**config.mk**
```make
export PLATFORM = sky130hd
export DESIGN_NAME = mult_share_arbiter
export DESIGN_NICKNAME = d
export VERILOG_FILES = /design/src/rtl/mult_share_arbiter.sv
export SDC_FILE = /design/constraint.sdc
export NUM_CORES = 1
export LEC_CHECK = 0
export ABC_AREA = 1
export CORE_ASPECT_RATIO = 0.5
export CORE_MARGIN = 5
export CORE_UTILIZATION = 43
export DETAILED_ROUTE_END_ITERATION = 10
export PLACE_DENSITY = 0.91
export SLEW_MARGIN = 20
export SYNTH_ARGS = -nofsm -noshare
export SYNTH_HDL_FRONTEND = slang
export SYNTH_SLANG_ARGS = --single-unit
```
**constraint.sdc**
```tcl
create_clock -name CLK -period 3.35 [get_ports CLK]
set_input_delay 0.5025 -clock CLK [delete_from_list [all_inputs] [get_ports CLK]]
set_output_delay 0.5025 -clock CLK [all_outputs]
set_load 0.01 [all_outputs]
```
**src/rtl/mult_share_arbiter.sv**
```systemverilog
// Round-robin front end that time-shares one pipelined signed multiplier among
// NREQ requesters and returns each product tagged with the owning requester ID.
module mult_share_arbiter #(
  parameter int NREQ = 4,
  parameter int W    = 16,
  parameter int LAT  = 3,
  parameter int IDW  = 2
) (
  input  logic                CLK,
  input  logic                RSTN,
  input  logic [NREQ-1:0]     REQ_VALID,
  input  logic [NREQ*W-1:0]   REQ_A,
  input  logic [NREQ*W-1:0]   REQ_B,
  output logic [NREQ-1:0]     REQ_READY,
  output logic [W-1:0]        M_A,
  output logic [W-1:0]        M_B,
  input  logic [2*W-1:0]      M_P,
  output logic                RES_VALID,
  output logic [IDW-1:0]      RES_ID,
  output logic [2*W-1:0]      RES_P,
  output logic                BUSY
);

  // Requester index reached by stepping 'off' places upward from 'base', wrapping at NREQ.
  function automatic logic [IDW-1:0] rr_idx(input logic [IDW-1:0] base, input int off);
    int s;
    s = int'(base) + off;
    return (s >= NREQ) ? IDW'(s - NREQ) : IDW'(s);
  endfunction

  logic [IDW-1:0]          ptr_q, ptr_d;
  logic [W-1:0]            m_a_q, m_a_d;
  logic [W-1:0]            m_b_q, m_b_d;
  logic [LAT:0]            tag_vld_q, tag_vld_d;
  logic [LAT:0][IDW-1:0]   tag_id_q, tag_id_d;
  logic                    res_valid_q, res_valid_d;
  logic [IDW-1:0]          res_id_q, res_id_d;
  logic [2*W-1:0]          res_p_q, res_p_d;
  logic                    busy_q, busy_d;

  logic                    gnt_vld_s;
  logic [IDW-1:0]          gnt_id_s;
  logic [NREQ-1:0]         gnt_s;

  // Grant search: first valid requester at or above the pointer, wrapping; silent in reset.
  always_comb begin
    gnt_vld_s = 1'b0;
    gnt_id_s  = '0;
    for (int k = 0; k < NREQ; k++) begin
      if (!gnt_vld_s && RSTN && REQ_VALID[rr_idx(ptr_q, k)]) begin
        gnt_vld_s = 1'b1;
        gnt_id_s  = rr_idx(ptr_q, k);
      end else begin
        gnt_vld_s = gnt_vld_s;
      end
    end
    if (gnt_vld_s) begin
      gnt_s = NREQ'(1) << gnt_id_s;
    end else begin
      gnt_s = '0;
    end
  end

  assign REQ_READY = gnt_s;

  // Next state: pointer, operand issue, tag shift, result capture and busy flag.
  always_comb begin
    ptr_d       = ptr_q;
    m_a_d       = '0;
    m_b_d       = '0;
    res_valid_d = tag_vld_q[LAT];
    res_id_d    = res_id_q;
    res_p_d     = res_p_q;

    if (gnt_vld_s) begin
      ptr_d = (gnt_id_s == IDW'(NREQ - 1)) ? '0 : gnt_id_s + IDW'(1);
      m_a_d = REQ_A[gnt_id_s*W +: W];
      m_b_d = REQ_B[gnt_id_s*W +: W];
    end else begin
      ptr_d = ptr_q;
    end

    // Stage 0 is the issue edge; stage LAT lines up with the product on M_P.
    tag_vld_d    = {tag_vld_q[LAT-1:0], gnt_vld_s};
    tag_id_d[0]  = gnt_id_s;
    for (int s = 1; s <= LAT; s++) begin
      tag_id_d[s] = tag_id_q[s-1];
    end

    if (tag_vld_q[LAT]) begin
      res_id_d = tag_id_q[LAT];
      res_p_d  = M_P;
    end else begin
      res_id_d = res_id_q;
      res_p_d  = res_p_q;
    end

    busy_d = |tag_vld_d;
  end

  // State registers; reset drops everything in flight.
  always_ff @(posedge CLK or negedge RSTN) begin
    if (!RSTN) begin
      ptr_q       <= '0;
      m_a_q       <= '0;
      m_b_q       <= '0;
      tag_vld_q   <= '0;
      tag_id_q    <= '0;
      res_valid_q <= 1'b0;
      res_id_q    <= '0;
      res_p_q     <= '0;
      busy_q      <= 1'b0;
    end else begin
      ptr_q       <= ptr_d;
      m_a_q       <= m_a_d;
      m_b_q       <= m_b_d;
      tag_vld_q   <= tag_vld_d;
      tag_id_q    <= tag_id_d;
      res_valid_q <= res_valid_d;
      res_id_q    <= res_id_d;
      res_p_q     <= res_p_d;
      busy_q      <= busy_d;
    end
  end

  assign M_A       = m_a_q;
  assign M_B       = m_b_q;
  assign RES_VALID = res_valid_q;
  assign RES_ID    = res_id_q;
  assign RES_P     = res_p_q;
  assign BUSY      = busy_q;

endmodule
```
==> results of run 1 <==
-- sequential cells by signal (all words and copies together), names as in the netlist, 2 cells and up --
register   cells
tag_vld_q      4
ptr_q          2
tag_id_d       6
M_A           16
RES_ID         2
tag_id_q       2
RES_P         32
M_B           16
-- layout make-up --
cell class,count,area [µm²]
fill,771,2919
timing repair buffer,253,2492
sequential,82,2054
multi-input combinational,318,1846
inverter,96,362.8
clock buffer,10,239.0
tap,140,175.2
clock inverter,6,93.84
-- cells by family (layout without fill, tap and decap cells) --
| logic type | Yosys count | in the layout | synth area share |
|---|---|---|---|
| AOI/OAI and AO/OA | 25 | 25 | 0.02972 |
| buffers and inverters | 129 | 365 | 0.1267 |
| DFF | 82 | 82 | 0.4598 |
| adders and majority gates | 1 | 1 | 0.002803 |
| and+or+nand+nor | 258 | 258 | 0.2952 |
| muxes | 34 | 34 | 0.08579 |
-- what timing repair did --
| item | CTS | global route |
|---|---|---|
| setup endpoints to repair | 0 | 2 |
| buffers inserted | 0 | 0 |
| gates resized for setup | 0 | 3 |
-- worst reg2reg max path: cells and delay by family (launching register included) --
family	cells	cell delay [ps]
AND/OR/NAND/NOR	10	1120
flip-flops	1	490
buffers and inverters	3	440
-- power groups by stage --
| stage | registers [mW] | logic, mW | clock network (mW) |
|---|---|---|---|
| after floorplan | 1.81 | 2.15 | 0 |
| after global placement | 1.64 | 3.75 | 0 |
| after detailed placement | 1.68 | 3.85 | 0 |
| after CTS | 1.67 | 3.88 | 1.10 |
| after global routing | 1.72 | 4.20 | 1.15 |
| final | 1.67 | 3.88 | 1.08 |
-- layer usage --
layer  global-route usage  up-vias  wire [µm]
li1                     -     2155          -
met2               0.4400      172       8343
met3              0.04211       42        766
met5                    0        -          0
met4              0.09956        0        504
met1               0.2594     2166       5547
-- path summary, 6_finish.rpt --
| kind | startpoint | end | slack, ps | cells after the start |
|---|---|---|---|---|
| max reg2reg | ptr_q[0] | M_B[15] | 1170 | 13 |
| min reg2reg | tag_id_d[2] | tag_id_d[4] | 350 | 0 |
| min | RSTN | M_B[4] | 310 | 2 |
| min in group CLK | tag_id_d[2] | tag_id_d[4] | 350 | 0 |
| max | REQ_VALID[2] | REQ_READY[3] | 210 | 14 |
| max in group asynchronous | RSTN | ptr_q[1] | 2020 | 3 |
-- cells in the final DEF (no fill, tap or decap), drive strengths merged, types with 2 or more instances in the layout --
cell type | Yosys | routed
a21oi | 20 | 20
buf | 28 | 17
bufinv | 0 | 2
clkbuf | 5 | 10
clkdlybuf4s50 | 0 | 235
dfrtp | 82 | 82
inv | 96 | 99
mux2 | 34 | 34
nand2 | 109 | 109
nand3 | 108 | 108
nand3b | 18 | 18
nand4 | 16 | 16
nor2 | 5 | 5
nor3 | 2 | 2
o21ai | 5 | 5
-- stage by stage --
step / setup slack (ps) / hold WS (ps) / power (mW) / utilization
2_1_floorplan: 1007 / 206.9 / 3.955 / -
3_3_place_gp: 244.3 / 332.4 / 5.395 / 0.6801
3_5_place_dp: 164.0 / 335.5 / 5.525 / 0.6801
4_1_cts: 88.59 / 325.9 / 6.652 / 0.7128
5_1_grt: 20.29 / 351.2 / 7.063 / 0.7133
6_report: 207.0 / 313.2 / 6.631 / 0.7133
==> reports/qor.csv, run 1 <==
stage,metric,value,unit
outcome,status,completed,
cts,clk_latency,330,ps
logic_synthesis,syn_area_per_cell,8.437,µm²
pwr,combPwrFrac,0.585,
logic_synthesis,netlist_instances,529,
die,start_util,0.4383,
hold_path,min_path_type,primary input to asynchronous set/reset pin,
logic_synthesis,ys.warnings.count,0,
logic_synthesis,async_reset_ff_frac,1.000,
detailed_routing,ant_nets,0,
pwr,pwr-share-seq,0.252,
setup_path,crit_chain,clkdlybuf4s50_1 -> inv_1 -> nand2_1 -> nand2_2 -> nand2_2 -> nand2_4 -> nand4_2 -> nor2_4 -> nand2_2 -> nand2_4 -> ha_1 -> nand2_1 -> inv_1 -> clkdlybuf4s50_1,
logic_synthesis,synth-seq-cells,82,
logic_synthesis,ys_seq_area_frac,0.4598,
cts,tritoncts,done,
logic_synthesis,synth_top_area_cell,dfrtp_1,
logic_synthesis,synth_top_area_frac,0.4598,
detailed_routing,drt-pass1-iter-count,5,
logic_synthesis,ys.flop_type,dfrtp_1,
finish,stdcell_area,7263,µm²
setup_path,slowest_stage,clkdlybuf4s50_1,
pwr,p_switching,2.741,mW
pwr,leakage,3.454,nW
setup_path,cp_common_cell,nand2_2,
setup_path,critPathCaptureType,output pin,
grt,grt_pass1_vias,4633,
finish,nets,927,
pwr,vdd_ir_drop_max,0.5533,mV
detailed_routing,drt_wl_total,15.16,mm
detailed_routing,viasPerCell,5.011,
sta,tightest_slew,593.4,ps
die,die_height,82.04,µm
cts,path_clk_slew,60,ps
setup_path,cp_data_required_time,2850,ps
pwr,clkPwrFrac,0.164,
grt,grt_usage,0.2311,
sta,fin_crit,3143,ps
sta,maxClockFrequency,0.3182,GHz
logic_synthesis,synth.distinct_cells,27,
pwr,p_sw_frac,0.4134,
logic_synthesis,synth_edf_count,0,
sta,drv_slew,0,
cts,ctsHtreeMaxLevel,3,
cts,root_buffer,clkbuf_16,
sta,fin_worst_skew,6.726,ps
finish,drive_gt1_frac,0.1255,
die,rows,26,
die,die_w,154.1,µm
cts,cts_hold_buffers,0,
die,io_pins,238,
finish,fin_cells,905,
grt,antenna_found_initial,0,
die,core-area,10180,µm²
finish,area_delta_synth_final,62.74,%
detailed_routing,drt_iter0_markers,452,
detailed_routing,route.vias.total,4535,
logic_synthesis,synth.top_cells.by_area,"dfrtp_1 (46%), nand3_1 (12%), mux2_2 (8.6%)",
setup_path,path_buf_inv,4,
setup_path,critPathTopFamily,buffers and inverters,
detailed_routing,post_drt_wl_per_cell,16.75,µm
cts,cts_sinks,82,
finish,diodes,0,
setup_path,worstPathArrival,2640,ps
setup_path,startpoint_type,primary input,
place,place_congestion,0.8734,
sta,rsz0062_at_grt,no,
place,place_inst,889,
die,die-area,12640,µm²
place,port_buffers,237,
place,placed_area,6925,µm²
logic_synthesis,netlist_area,4463,µm²
logic_synthesis,synth_commonest_cells,"nand3_1 (106), nand2_1 (95), inv_1 (92)",
grt,grt_pass1_wl,23.09,mm
grt,grt_max_degree,47,
sta,report.final.hold_viol_count,0,
setup_path,max_stage_delay,550,ps
sta,fin_crit_sh,0.9382,
place,dp.final_hpwl,11.54,mm
cts,cts-buffers-inserted,9,
grt,overflow,0,
pwr,pwr_density_cell,913.0,nW/µm²
pwr,internal_power,3.890,mW
sta,setup_viol,0,
logic_synthesis,synth.most_common_cell,nand3_1,
setup_path,worstSetupPathType,primary input to output pin,
cts,clock_path_buffers,2,
setup_path,path_max_fanout,8,
sta,fin_tns_setup,0,ps
sta,maxSlewHeadroom,0.6044,
detailed_routing,drc,0,
logic_synthesis,syn-num-nets,696,
job,max_cap_violations,0,
Note: power is estimated with default switching activity, not from simulation.
==> inputs of run 2 (changes only) <==
Settings changed: CORE_UTILIZATION 43 to 44, CTS_BUF_LIST set to sky130_fd_sc_hd__clkbuf_4 sky130_fd_sc_hd__clkbuf_8, PLACE_DENSITY 0.91 to 0.93, SKIP_CTS_REPAIR_TIMING set to 1.
==> reports/qor.csv, run 2 (same netlist as run 1, synthesis figures left out) <==
stage,metric,value,unit
die,core-area,10050,µm²
detailed_routing,drc,0,
finish,multiInputGateArea,1846,µm²
pwr,p_sw_frac,0.4317,
place,dp.final_hpwl,10.96,mm
job,max_cap_violations,0,
finish,final_cell_mix,"clkdlybuf4s50_1 (236), nand3_1 (106), nand2_1 (95)",
die,die_height,81.22,µm
die,die_w,152.4,µm
pwr,pwr-share-seq,0.270,
detailed_routing,drt_iter0_markers,330,
cts,path_clk_slew,80,ps
pwr,pwr_density_cell,862.3,nW/µm²
finish,final_common_cell,clkdlybuf4s50_1,
sta,rsz0062_at_grt,no,
setup_path,startpoint_type,primary input,
pwr,p_switching,2.644,mW
die,start_util,0.4440,
cts,cts_sinks,82,
detailed_routing,drt-pass1-iter-count,4,
finish,diodes,0,
pwr,leakage,3.358,nW
detailed_routing,viasPerCell,4.920,
cts,tritoncts,done,
detailed_routing,drt_wl_total,14.27,mm
detailed_routing,post_drt_wl_per_cell,15.79,µm
finish,fin_util,0.7066,
finish,stdcell_area,7103,µm²
sta,fin_crit_sh,0.9550,
finish,regArea,2054,µm²
setup_path,critPathCaptureType,output pin,
outcome,status,completed,
detailed_routing,route.vias.total,4448,
cts,root_buffer,clkbuf_8,
die,rows,26,
sta,fin_tns_setup,0,ps
setup_path,worstPathArrival,2700,ps
grt,grt_pass1_vias,4221,
pwr,vdd_ir_drop_max,0.4635,mV
place,placed_area,6910,µm²
pwr,internal_power,3.481,mW
sta,whs,352.1,ps
sta,maxClockFrequency,0.3126,GHz
sta,fin_crit,3199,ps
cts,cts-buffers-inserted,9,
place,port_buffers,237,
cts,ctsHtreeMaxLevel,3,
place,place_congestion,0.9015,
finish,nets,926,
finish,area_delta_synth_final,59.15,%
grt,grt_pass1_wl,21.40,mm
sta,fin_worst_skew,8.998,ps
sta,setup_viol,0,
sta,report.final.hold_viol_count,0,
pwr,clkPwrFrac,0.107,
grt,grt_usage,0.2179,
cts,clock_path_buffers,2,
sta,maxSlewHeadroom,0.3677,
setup_path,worstSetupPathType,primary input to output pin,
setup_path,r2r_cells,12,
setup_path,path_max_fanout,11,
grt,grt_max_degree,78,
setup_path,cp_data_required_time,2850,ps
finish,fill_cells,765,
hold_path,holdPathStages,0,
finish,largest_register_ffs,32,
finish,drive_gt1_frac,0.1230,
die,io_pins,238,
grt,overflow,0,
sta,tightest_slew,948.4,ps
grt,antenna_found_initial,0,
cts,clk_latency,350,ps
pwr,combPwrFrac,0.623,
hold_path,min_path_type,register to register,
detailed_routing,ant_nets,0,
die,die-area,12380,µm²
sta,drv_slew,0,
[run 2: cell types whose count changed in the layout (fill, tap and decap cells not counted), sizes merged]
cell,before,now
buf,17,15
bufinv,2,0
clkinvlp,1,3
clkdlybuf4s50,235,236
clkinv,0,1
dlygate4sd3,0,1
dlymetal6s2s,1,0
inv,99,98
[run 2: cell type report]
cell class	instances	share of cell area
timing repair buffer	252	0.3498
sequential	82	0.2892
multi-input combinational	318	0.2598
inverter	96	0.05108
tap	140	0.02466
clock buffer	10	0.01850
clock inverter	6	0.006870
[run 2: worst max-delay path, stage by stage]
cell	delay (ps)
dlygate4sd3_1	590
buf_4	230
inv_1	110
o21ai_1	170
inv_2	60
nand2_4	70
nand2_2	70
nand2_4	110
ha_1	150
nand2_1	50
inv_1	50
clkdlybuf4s50_1	540
[run 2: worst paths after layout]
check	from	endpoint	slack, ps
min in group asynchronous	RSTN	M_A[1]	620
worst min-delay path	tag_id_d[7]	tag_id_q[7]	350
worst max register to register	ptr_q[1]	M_B[4]	1040
worst min register to register	tag_id_d[7]	tag_id_q[7]	350
max in group asynchronous	RSTN	ptr_q[0]	1550
worst max-delay path	RSTN	REQ_READY[3]	150
[run 2: per-stage QoR]
stage	total power [mW]	cells	worst slack (ps)
floorplan	3.955	529	1007
detailed placement	5.490	887	224.8
finish	6.125	904	150.7
global route	6.570	904	41.36
global placement	5.369	887	313.9
CTS	6.147	903	150.7
[run 2: power groups by stage]
stage                     Combinational (mW)  Sequential [mW]  Clock [mW]
after global placement                  3.72             1.65           0
after floorplan                         2.15             1.81           0
after detailed placement                3.82             1.67           0
final                                   3.82             1.65       0.652
after global routing                    4.14             1.71       0.718
after CTS                               3.83             1.66       0.666
[run 2: layer usage]
| metal | GRT usage | routed length, µm | up-vias |
|---|---|---|---|
| li1 | - | - | 2154 |
| met2 | 0.4142 | 7813 | 154 |
| met3 | 0.04524 | 649 | 30 |
| met4 | 0.06667 | 392 | 0 |
| met5 | 0 | 0 | - |
| met1 | 0.2533 | 5416 | 2110 |
